`config.mk`:
```
export PLATFORM = sky130hd
export DESIGN_NAME = boxcar_line_sequencer
export DESIGN_NICKNAME = d
export VERILOG_FILES = /design/src/rtl/boxcar_line_sequencer.sv
export SDC_FILE = /design/constraint.sdc
export NUM_CORES = 1
export LEC_CHECK = 0
export ABC_AREA = 1
export BUFFER_PORTS_ARGS = -buffer_cell sky130_fd_sc_hd__clkbuf_2
export CAP_MARGIN = 20
export CORE_ASPECT_RATIO = 0.75
export CORE_MARGIN = 3
export CORE_UTILIZATION = 55
export CTS_CLUSTER_DIAMETER = 50
export DETAILED_ROUTE_END_ITERATION = 8
export PLACE_DENSITY = 0.76
export SLEW_MARGIN = 20
export SYNTH_ARGS = -nofsm -noshare
export SYNTH_HDL_FRONTEND = slang
export SYNTH_SLANG_ARGS = --single-unit
```
`constraint.sdc`:
```
create_clock -name clk -period 1.8 [get_ports clk]
set_input_delay 0.09 -clock clk [delete_from_list [all_inputs] [get_ports clk]]
set_output_delay 0.09 -clock clk [all_outputs]
set_load 0.02 [all_outputs]
```
`src/rtl/boxcar_line_sequencer.sv`:
```
// boxcar_line_sequencer: wraps a boxcar filter with per-line edge padding, warm-up discard and a filter clear
// Ports: clk; reset (async, active low); in_pixel/in_valid/in_last/in_ready come from the source side.
// filt_pixel/filt_valid/filt_reset drive the filter, and filt_avg/filt_avg_valid are its return.
// out_avg/out_valid/out_last go to the consumer and have no backpressure. err_overlong is a sticky flag.
module boxcar_line_sequencer #(
  parameter int RADIUS    = 8,
  parameter int BITS      = 8,
  parameter int MAX_WIDTH = 2048
) (
  input  logic            clk,
  input  logic            reset,
  input  logic [BITS-1:0] in_pixel,
  input  logic            in_valid,
  input  logic            in_last,
  output logic            in_ready,
  output logic [BITS-1:0] filt_pixel,
  output logic            filt_valid,
  output logic            filt_reset,
  input  logic [BITS-1:0] filt_avg,
  input  logic            filt_avg_valid,
  output logic [BITS-1:0] out_avg,
  output logic            out_valid,
  output logic            out_last,
  output logic            err_overlong
);
  localparam int CW = $clog2(MAX_WIDTH + 1);
  localparam int RW = $clog2(MAX_WIDTH + 2 * RADIUS + 1);
  localparam int PW = $clog2(RADIUS + 1);
  typedef enum logic [2:0] {IDLE, PAD_L, STREAM, PAD_R, DRAIN, CLEAR} state_t;
  state_t state, state_nx;
  logic [BITS-1:0] edge_pix;
  logic [PW-1:0] pad_cnt;
  logic [CW-1:0] in_cnt, out_cnt;
  logic [RW-1:0] ret_cnt;
  logic rst_hold, beat, pad_done, line_end, keep, padding, tail;
  assign beat     = state == STREAM && in_valid;
  assign padding  = state == PAD_L || state == PAD_R;
  assign tail     = state == PAD_R || state == DRAIN;
  assign pad_done = pad_cnt == PW'(RADIUS - 1);
  assign line_end = in_last || in_cnt == CW'(MAX_WIDTH - 1);
  // The first 2*RADIUS returns come from windows that still contain the left pad warm-up.
  assign keep     = filt_avg_valid && ret_cnt >= RW'(2 * RADIUS);
  // The filter is held clear during reset and on the first cycle after release, so an aborted line leaves nothing behind.
  assign filt_reset = !reset || rst_hold || state == CLEAR;
  always_comb begin
    state_nx   = state;
    in_ready   = 1'b0;
    filt_valid = 1'b0;
    filt_pixel = edge_pix;
    case (state)
      IDLE:    if (in_valid) state_nx = PAD_L;
      PAD_L:   begin
        filt_valid = 1'b1;
        if (pad_done) state_nx = STREAM;
      end
      STREAM:  begin
        in_ready   = 1'b1;
        filt_valid = in_valid;
        filt_pixel = in_pixel;
        if (in_valid && line_end) state_nx = PAD_R;
      end
      PAD_R:   begin
        filt_valid = 1'b1;
        if (pad_done) state_nx = DRAIN;
      end
      DRAIN:   if (out_cnt == in_cnt) state_nx = CLEAR;
      default: state_nx = IDLE;
    endcase
  end
  always_ff @(posedge clk or negedge reset)
    if (!reset) state <= IDLE;
    else state <= state_nx;
  always_ff @(posedge clk or negedge reset)
    if (!reset) begin
      rst_hold     <= 1'b1;
      edge_pix     <= '0;
      pad_cnt      <= '0;
      in_cnt       <= '0;
      ret_cnt      <= '0;
      out_cnt      <= '0;
      out_avg      <= '0;
      out_valid    <= 1'b0;
      out_last     <= 1'b0;
      err_overlong <= 1'b0;
    end else begin
      rst_hold  <= 1'b0;
      // Latch the line's first pixel while idle and track the newest pixel for the right pad.
      if (in_valid && (state == IDLE || state == STREAM)) edge_pix <= in_pixel;
      pad_cnt   <= padding && !pad_done ? pad_cnt + PW'(1) : '0;
      in_cnt    <= state == CLEAR ? '0 : beat ? in_cnt + CW'(1) : in_cnt;
      ret_cnt   <= state == CLEAR ? '0 : filt_avg_valid ? ret_cnt + RW'(1) : ret_cnt;
      out_cnt   <= state == CLEAR ? '0 : keep ? out_cnt + CW'(1) : out_cnt;
      out_valid <= keep;
      out_last  <= keep && tail && out_cnt + CW'(1) == in_cnt;
      if (keep) out_avg <= filt_avg;
      if (beat && !in_last && in_cnt == CW'(MAX_WIDTH - 1)) err_overlong <= 1'b1;
    end
endmodule
```
After elaboration in Yosys (flattened, before gate mapping)
Index checks and enable logic that the tools add are counted.

cells by class
  add/sub/neg operators = 4
  reductions and logical operators = 24
  magnitude comparators = 1
  multiplexer cells = 16
  equality and inequality tests = 14

operators with widths
  kind                                                   count
  2-to-1 mux 12 bit                                      6
  adder 12 x 1 -> 12 bit, second input constant          3
  == test 12 bit                                         2
  2-to-1 mux 3 bit                                       5
  one-hot mux 3 bit (5 select lines)                     1
  == test 12 x 11 -> 1 bit, second input constant        1
  >= comparator 12 x 5 -> 1 bit, second input constant   1
  logical AND 1 bit                                      9
  2-to-1 mux 8 bit                                       1
  == test 3 x 2 -> 1 bit, second input constant          2
  == test 3 bit, second input constant                   2
  logical OR 1 bit                                       6
  inequality test 2 bit, second input constant           3
  nonzero test 2 bit                                     3
  AND reduction 5 bit                                    1
  adder 4 x 1 -> 4 bit, second input constant            1
  == test 4 x 3 -> 1 bit, second input constant          1
  2-to-1 mux 4 bit                                       1
  inequality test 2 x 1 -> 1 bit, second input constant  2
  == test 3 x 1 -> 1 bit, second input constant          1
  logical NOT 1 bit                                      3
  logical NOT 3 bit                                      1
  one-hot mux 1 bit (2 select lines)                     1
  OR reduction 2 bit                                     1
  2-to-1 mux 1 bit                                       1

word-level totals
  word-level logic and storage cells = 70
  input bits = 21
  output and inout bits = 22
  register bits = 63

Longest topological paths before layout
Gate-level depths: netlist of run 1.

  depth in word-level cells = 5
  gate-level depth with buffers = 12
  gate-level depth less buffers = 11

Least setup slack after synthesis of run 1
No wires, ideal clock.

  path kind = reg2out
  start = register state[0]
  end = output filt_pixel[0]
  arrival = 1.713 ns
  path buffers = 1
  data required time = 1.710 ns
  setup slack = -0.003 ns
  stages on the path, launching flop included = 5
  path through = dfrtp_1 -> nor3_4 -> inv_1 -> buf_2 -> o21ai_0

on the way
  longest elaborated chain between the ends = 2

RTL lines
  element                 line  text
  start, declared         30    state_t state, state_nx;
  start signal, assigned  72    else state <= state_nx;
  == test 3 x 2 -> 1 bit  50    case (state)
  2-to-1 mux 8 bit        50
  end, declared           16    output logic [BITS-1:0] filt_pixel,

Every way passes these cells.

Worst setup path after layout of run 1
  start = register state[2]
  end = output filt_pixel[7]

Same word-level chain as after synthesis.

==> run metrics, run 1 <==
Critical Path Sink Type primary output; fmax 571 MHz; DR vias/cell 5.31; final setup vio count 0; EDFF count, synth 0; Inserted Clock Buffers 9; H-tree depth 3; Worst Path Required 1710 ps; drt first pass iters 5; HPWL Detailed 6.30 mm; IO Count 43; P_leak 2.26 nW; Horiz. Die Dim 98.4 um; Setup crit start kind flip-flop; Synthesized Nets 514; initial antenna violation count 0; final wirelength 8.68 mm; clock-pin slew on the worst setup and hold paths 70 ps; Ant. Diodes 0; worst vdd ir 0.000943 V; layout cell share with drive strength beyond 1 0.144; RePlAce Congestion 0.998; fin crit period 1750 ps; kind of critical path reg2out; Slew Limit Fails 0; fraction of registers with async set/reset 1.00; Post-route DRC 0; worst hold path class in2reg; register area 0.00158 mm2; area of the core 0.00601 mm2; Synth Instances 488; warnings from Yosys 0; height of the die 75.3 um; pwr dens 1430 mW/mm2; outcome finished clean; Seq/Total Area, Yosys 0.448; DR WL/cell 13.4 um; maxcap violations 0; WP data arrival 1660 ps; Cell variety after synth 31; CTS tree yes; die area 0.00741 mm2; Total GRT Usage 0.252; hold slack 74.9 ps; clock sinks 63; Placed Cells 608; worst slew pin tran 525 ps; period utilisation layout 0.973; pin count of the biggest net entering global routing 29; gr ovfl total 0; Post-Syn Area 0.00352 mm2; overall power 0.00616 W; area of the multi-input gates 0.00164 mm2; #FFs+latches synth 63; fillers 496; area grow syn2layout 22.2%; I/O Buffers 42; FP Rows 24; top_reg_cell synth dfrtp_1; Root Driver clkbuf_8; global-route wire length before repair 14.7 mm; initial core utilization 0.586; Nets 590; DR iter-0 viols 269; antenna violation net count after detailed routing 0; worst skew pair latency 350 ps; fin cells 647; vias in the first global route 3,133; Final Hold Fails 0; Final Skew 8.65 ps; vias 3,434; clock buffer depth 2; Slew HR 0.649; crit path max fanout 17; syn avg cell area 7.21 um2; Worst R2R Setup Slack 180 ps
where the power goes:
part | internal (W) | total [W] | switching [W]
sequential | 0.00184 | 0.00222 | 0.000376
clock | 0.000649 | 0.00125 | 0.000598
combinational | 0.000992 | 0.00270 | 0.00171
total | 0.00348 | 0.00616 | 0.00268
flip-flops by register name, summed over array words and instances (netlist names), 3 cells and up:
| name | cells |
|---|---|
| out_cnt | 12 |
| edge_pix | 8 |
| in_cnt | 12 |
| state | 3 |
| ret_cnt | 12 |
| out_avg | 8 |
| pad_cnt | 4 |
cell usage in the layout (no fill, tap or decap), types with 3 or more instances in the layout:
cell and count:
nor2_1 43, nand4_1 13, clkbuf_2 34, o21ai_0 33, inv_1 65, o22ai_1 4, dfrtp_1 61, dlygate4sd3_1 18
a21oi_1 16, nand2_1 156, xor2_1 8, a31oi_1 5, nor3_1 11, clkinvlp_4 3, o21ai_1 8, clkbuf_8 9
buf_4 17, ha_1 5, nand3_1 33
metrics by stage:
| step | utilization | worst slack [ps] | area [um2] | TNS (ps) |
|---|---|---|---|---|
| final | 0.716 | 49.3 | 4300 | 0 |
| after global routing | 0.716 | -1.80 | 4300 | -2.37 |
| after CTS | 0.711 | 0.971 | 4270 | 0 |
| after detailed placement | 0.643 | 187 | 3860 | 0 |
| after global placement | 0.643 | 237 | 3860 | 0 |
| after floorplan | - | -3.12 | 3520 | -25.0 |
timing repair:
item	in CTS	in global routing
pin swaps	1	1
hold endpoints to repair	29	0
gates resized for setup	4	21
endpoints found under the setup margin	8	9
hold buffers	18	0
buffers inserted	3	2
Yosys cell counts (2+ instances only):
master | n | area, um2
dfrtp_1 | 62 | 1550
ha_1 | 5 | 62.6
o21ai_0 | 41 | 205
nand3_1 | 33 | 165
buf_2 | 6 | 30.0
nand2_1 | 156 | 586
nor3_1 | 11 | 55.1
a31oi_1 | 5 | 31.3
nor2_2 | 2 | 12.5
nor2_1 | 43 | 161
a21oi_1 | 16 | 80.1
nand4_1 | 13 | 81.3
o22ai_1 | 4 | 25.0
inv_1 | 67 | 251
xor2_1 | 8 | 70.1
worst max-delay path, cell delays in order, from the launching register on:
cell and delay (ps):
dfrtp_2 440, nor3_4 260, clkinvlp_4 130, buf_6 160, o21ai_1 160, buf_4 170
metal layers:
layer / GRT usage / part of all wire
met3: 0.0512 / 0.077
met2: 0.379 / 0.43
met4: 0.0848 / 0.020
met5: 0 / 0
met1: 0.370 / 0.47
area by class of cell:
type,instances,area share
clock buffer,10,0.0297
clock inverter,6,0.0166
inverter,68,0.0602
multi-input combinational,348,0.382
sequential,63,0.367
tap,78,0.0227
timing repair buffer,74,0.122
logic make-up (layout without fill, tap and decap cells):
family	count (synthesis)	after routing	synth area share
AO/OA/AOI/OAI	69	69	0.107
XOR/XNOR	9	9	0.0224
adder cells (fa/ha/maj)	5	5	0.0178
buffers and inverters	77	158	0.0856
flip-flops	63	63	0.448
other	1	1	0.00107
AND/OR/NAND/NOR	264	264	0.318
path summary, 6_finish.rpt:
kind / to / start / depth (start not counted)
worst max register to register: out_last / state[1] / 11
min in group asynchronous: in_cnt[7] / reset / 2
worst min register to register: pad_cnt[0] / pad_cnt[0] / 1
worst max-delay path: filt_pixel[7] / state[2] / 5
worst min-delay path: ret_cnt[1] / filt_avg_valid / 3
max in group asynchronous: rst_hold / reset / 3
(Power assumes the default switching activity.)
==> run 2: changes to the inputs <==
Settings changed: CORE_UTILIZATION 55 to 30, GPL_TIMING_DRIVEN set to 0, PLACE_DENSITY 0.76 to not set.
Clock period 1.8 ns to 1.9 ns, I/O delays scaled along.
==> run 2 against run 1 <==
  * Cell count increased by 11%
  * Power increased by 2.8%
  * Critical path depth unchanged
  * Register-to-register slack improved by 40 ps
  * Global-route usage decreased by 10 points
  * Flip-flop and latch count unchanged
  * Via count decreased by 0.20%
  * Non-clock buffer count decreased by 9
  * Count of clock-buffer cells in the layout unchanged
  * Final area increased by 2.8%
  * Combinational power decreased by 10%
  * Die area increased by 77%
  * Critical path type unchanged
  * Largest cell class unchanged
  * Highest routed layer unchanged
==> run metrics, run 2 (same netlist as run 1, synthesis figures left out) <==
outcome finished clean; fin crit period 1780 ps; commonest non-fill, non-tap cell in the layout nand2_1; fillers 1,140; Setup crit start kind flip-flop; Crit path max-delay family buffers and inverters; CP cell instances nor3_4 -> inv_2 -> buf_2 -> o21ai_0 -> buf_2; reg2reg path depth 6; die area 0.0131 mm2; area grow syn2layout 25.6%; period utilisation layout 0.936; drt first pass iters 5; gr ovfl total 0; Setup TNS 0 ps; H-tree depth 3; CTS tree yes; clock sinks 63; worst skew pair latency 330 ps; Total GRT Usage 0.148; initial antenna violation count 0; FP Rows 33; clock buffer depth 2; WP data arrival 1680 ps; Post-route DRC 0; most frequent CP cell buf_2; DR vias/cell 4.78; utilization after layout 0.395; DR WL/cell 12.5 um; hold path cells 3; Root Driver clkbuf_16; area of the multi-input gates 0.00165 mm2; Inserted Clock Buffers 9; clock-pin slew on the worst setup and hold paths 60 ps; IO Count 43; Final Hold Fails 0; crit path max fanout 10; most frequent cells in the layout nand2_1 (156), inv_1 (65), dfrtp_1 (60), nor2_1 (43); Final Skew 6.11 ps; maxcap violations 0; final setup vio count 0; Largest regs in_cnt x12, out_cnt x12, ret_cnt x12; Critical Path Sink Type primary output; vias in the first global route 3,292; DR iter-0 viols 244; pwr dens 1430 mW/mm2; RSZ-0062 raised after global routing no; P_leak 2.28 nW; kind of critical path reg2out; I/O Buffers 42; vias 3,427; pin count of the biggest net entering global routing 50; Largest stage delay, worst path 450 ps; global-route wire length before repair 15.4 mm; WP buf/inv 3; antenna violation net count after detailed routing 0; Slowest-stage cell, CP dfrtp_2; Horiz. Die Dim 131 um; Nets 581; fmax 562 MHz; HPWL Detailed 6.43 mm; height of the die 99.8 um; layout cell share with drive strength beyond 1 0.148; worst hold path class in2reg; Crit path depth 5; area of the core 0.0112 mm2; initial core utilization 0.315; Slew Limit Fails 0; RePlAce Congestion 0.892; Ant. Diodes 0; worst vdd ir 0.000736 V; final wirelength 8.98 mm; Worst Path Required 1800 ps; register area 0.00158 mm2
[run 2: layer usage]
metal  up-vias  track usage  wire, um  part of all wire
met3        17       0.0426       608             0.068
met1      1584        0.212      4380              0.49
met5         -            0         0                 0
li1       1705            -         -                 -
met2       121        0.215      3810              0.42
met4         0       0.0506       176             0.020
[run 2: worst min-delay path, cell delays in order]
cell and delay (ps):
clkbuf_2 80, inv_1 50, o21ai_0 70
[run 2: cell type report]
type / count / share of cell area
Multi-Input combinational cell: 348 / 0.372
Sequential cell: 63 / 0.357
Timing Repair Buffer: 56 / 0.0820
Inverter: 68 / 0.0577
Clock buffer: 10 / 0.0540
Tap cell: 157 / 0.0444
Clock inverter: 6 / 0.0207
Buffer: 9 / 0.0116
[run 2: per-stage QoR]
step	power (W)	setup slack, ps	hold slack (ps)	instances	instance area (um2)
floorplan	0.00370	91.9	-201	488	3520
global route	0.00681	10.6	27.8	717	4420
CTS	0.00634	41.3	4.06	715	4410
global placement	0.00435	32.2	288	687	3930
finish	0.00634	122	13.8	717	4420
detailed placement	0.00443	191	6.70	688	3960
[run 2: final timing paths]
check | from | to | slack (ps)
setup / recovery | state[0] | filt_pixel[4] | 120
max in group asynchronous | reset | state[2] | 1160
hold reg to reg | pad_cnt[0] | pad_cnt[0] | 470
min in group asynchronous | reset | ret_cnt[7] | 200
setup reg to reg | ret_cnt[7] | out_cnt[1] | 220
hold / removal | in_pixel[1] | edge_pix[1] | 10
[run 2: report_power, final]
part	leakage [nW]	internal (W)	switching, W
sequential	0.810	0.00175	0.000342
clock	0.163	0.00119	0.000620
combinational	1.31	0.000833	0.00160
[run 2: repair_timing]
item / CTS / global route
endpoints found under the hold margin: 72 / 0
hold buffers: 10 / 0
gates resized for setup: 4 / 8
endpoints found under the setup margin: 9 / 9
buffers inserted: 1 / 2
pin swaps: 1 / 1
==> run 3: changes to the inputs <==
--- a/config.mk
+++ b/config.mk
@@ -9,5 +9,4 @@
 export BUFFER_PORTS_ARGS = -buffer_cell sky130_fd_sc_hd__clkbuf_2
 export CAP_MARGIN = 20
-export CORE_ASPECT_RATIO = 0.75
 export CORE_MARGIN = 3
 export CORE_UTILIZATION = 30
==> constraint.sdc (replaced) <==
create_clock -name clk -period 1.9 [get_ports clk]
set_input_delay 0.19 -clock clk [delete_from_list [all_inputs] [get_ports clk]]
set_output_delay 0.19 -clock clk [all_outputs]
set_load 0.02 [all_outputs]
==> run 3 against run 2 <==
  * Power decreased by 1.2%
  * Combinational power is essentially flat
  * Critical path type unchanged
  * Cell count is 3.1% lower
  * Clock power decreased by 5%
  * Critical endpoint is now filt_pixel[7]
  * Global-route usage shrank 0.32 points
  * Non-clock buffer count down 5
  * First-iteration DRC count fell by 41%
  * Clock skew up 2.4 ps
  * Core utilization decreased by 0.89 points
  * Worst hold slack gained 37 ps
==> run metrics, run 3 (same netlist as run 1, synthesis figures left out) <==
outcome finished clean; DR WL/cell 12.6 um; Worst Path Required 1710 ps; Total GRT Usage 0.145; WP data arrival 1640 ps; vias in the first global route 3,269; period utilisation layout 0.964; Place WS 114 ps; clock buffer depth 2; internal power component 0.00377 W; Horiz. Die Dim 114 um; Final Hold Fails 0; DR vias/cell 4.79; height of the die 114 um; fin crit period 1830 ps; I/O Buffers 42; worst hold path class in2reg; area of the core 0.0112 mm2; RePlAce Congestion 0.863; area of the multi-input gates 0.00165 mm2; Sw Pwr 0.00250 W; CP cell instances nor3_4 -> inv_2 -> buf_2 -> o21ai_0 -> buf_2; commonest non-fill, non-tap cell in the layout nand2_1; gr ovfl total 0; utilization after layout 0.386; antenna violation net count after detailed routing 0; worst skew pair latency 330 ps; Clock Power Share 0.275; clock-pin slew on the worst setup and hold paths 60 ps; pwr dens 1450 mW/mm2; Critical Path Sink Type primary output; HPWL Detailed 6.40 mm; Nets 576; initial antenna violation count 0; final setup vio count 0; Root Driver clkbuf_16; global-route wire length before repair 15.3 mm; maxcap violations 0; vias 3,328; pin count of the biggest net entering global routing 34; fmax 546 MHz; area grow syn2layout 22.6%; FP Rows 38; worst setup margin 69.1 ps; Crit path max-delay family buffers and inverters; Setup TNS 0 ps; kind of critical path reg2out; fin cells 695; most frequent cells in the layout nand2_1 (156), inv_1 (65), dfrtp_1 (60), nor2_1 (43), o21ai_0 (37); register area 0.00158 mm2; drt first pass iters 4; IO Count 43; Largest regs in_cnt x12, out_cnt x12, ret_cnt x12; final wirelength 8.76 mm; initial core utilization 0.315; combinational group share of total power 0.391; switch share 0.399; worst vdd ir 0.000861 V; Sequential Power Share 0.334; Inserted Clock Buffers 9; most frequent CP cell buf_2; Placed Cells 671; DR iter-0 viols 144; die area 0.0131 mm2; crit path max fanout 10; Slew Limit Fails 0; Slowest-stage cell, CP dfrtp_2; H-tree depth 3; fillers 1,136; Largest stage delay, worst path 450 ps; WP buf/inv 3; Final Skew 8.52 ps; layout cell share with drive strength beyond 1 0.151; Setup crit start kind flip-flop; CTS tree yes; Ant. Diodes 0; P_leak 2.25 nW; Post-route DRC 0; clock sinks 63
-- run 3: area by class of cell --
cell class                      count  share of cell area
Inverter                           68              0.0591
Buffer                              9              0.0128
Sequential cell                    63               0.366
Clock buffer                       12              0.0548
Tap cell                          140              0.0406
Clock inverter                      4              0.0162
Multi-Input combinational cell    348               0.381
Timing Repair Buffer               51              0.0690
-- run 3: power by group through the flow --
stage                     combinational, W  clock, W  sequential, W
after global routing               0.00279   0.00181        0.00216
after CTS                          0.00236   0.00175        0.00209
after detailed placement           0.00232         0        0.00209
after floorplan                    0.00156         0        0.00214
final                              0.00245   0.00172        0.00209
after global placement             0.00227         0        0.00208
-- run 3: routing by layer --
layer,routed length [um],GRT usage,vias to the layer above
li1,-,-,1690
met1,4040,0.182,1543
met2,4200,0.243,88
met3,436,0.0344,7
met4,87,0.0530,0
met5,0,0,-
-- run 3: metrics by stage --
step           total power, W  cell area, um2  hold WS (ps)
2_1_floorplan         0.00370            3520          -106
3_3_place_gp          0.00435            3910           386
3_5_place_dp          0.00442            3930           200
4_1_cts               0.00620            4260          46.0
5_1_grt               0.00676            4320          71.6
6_report              0.00626            4320          50.9
-- run 3: worst paths after layout --
path,cells after the start,endpoint,slack (ps),start
max,5,filt_pixel[7],70,state[0]
min,2,err_overlong,50,in_last
max reg2reg,9,state[0],240,in_cnt[0]
min reg2reg,1,pad_cnt[0],470,pad_cnt[0]
max in group asynchronous,3,ret_cnt[2],980,reset
min in group asynchronous,2,err_overlong,370,reset
-- run 3: repair_timing --
item	CTS	global route
gates resized for setup	6	15
pin swaps	1	1
setup buffers	1	6
endpoints found under the setup margin	9	9
endpoints found under the hold margin	29	0
hold buffers	1	0
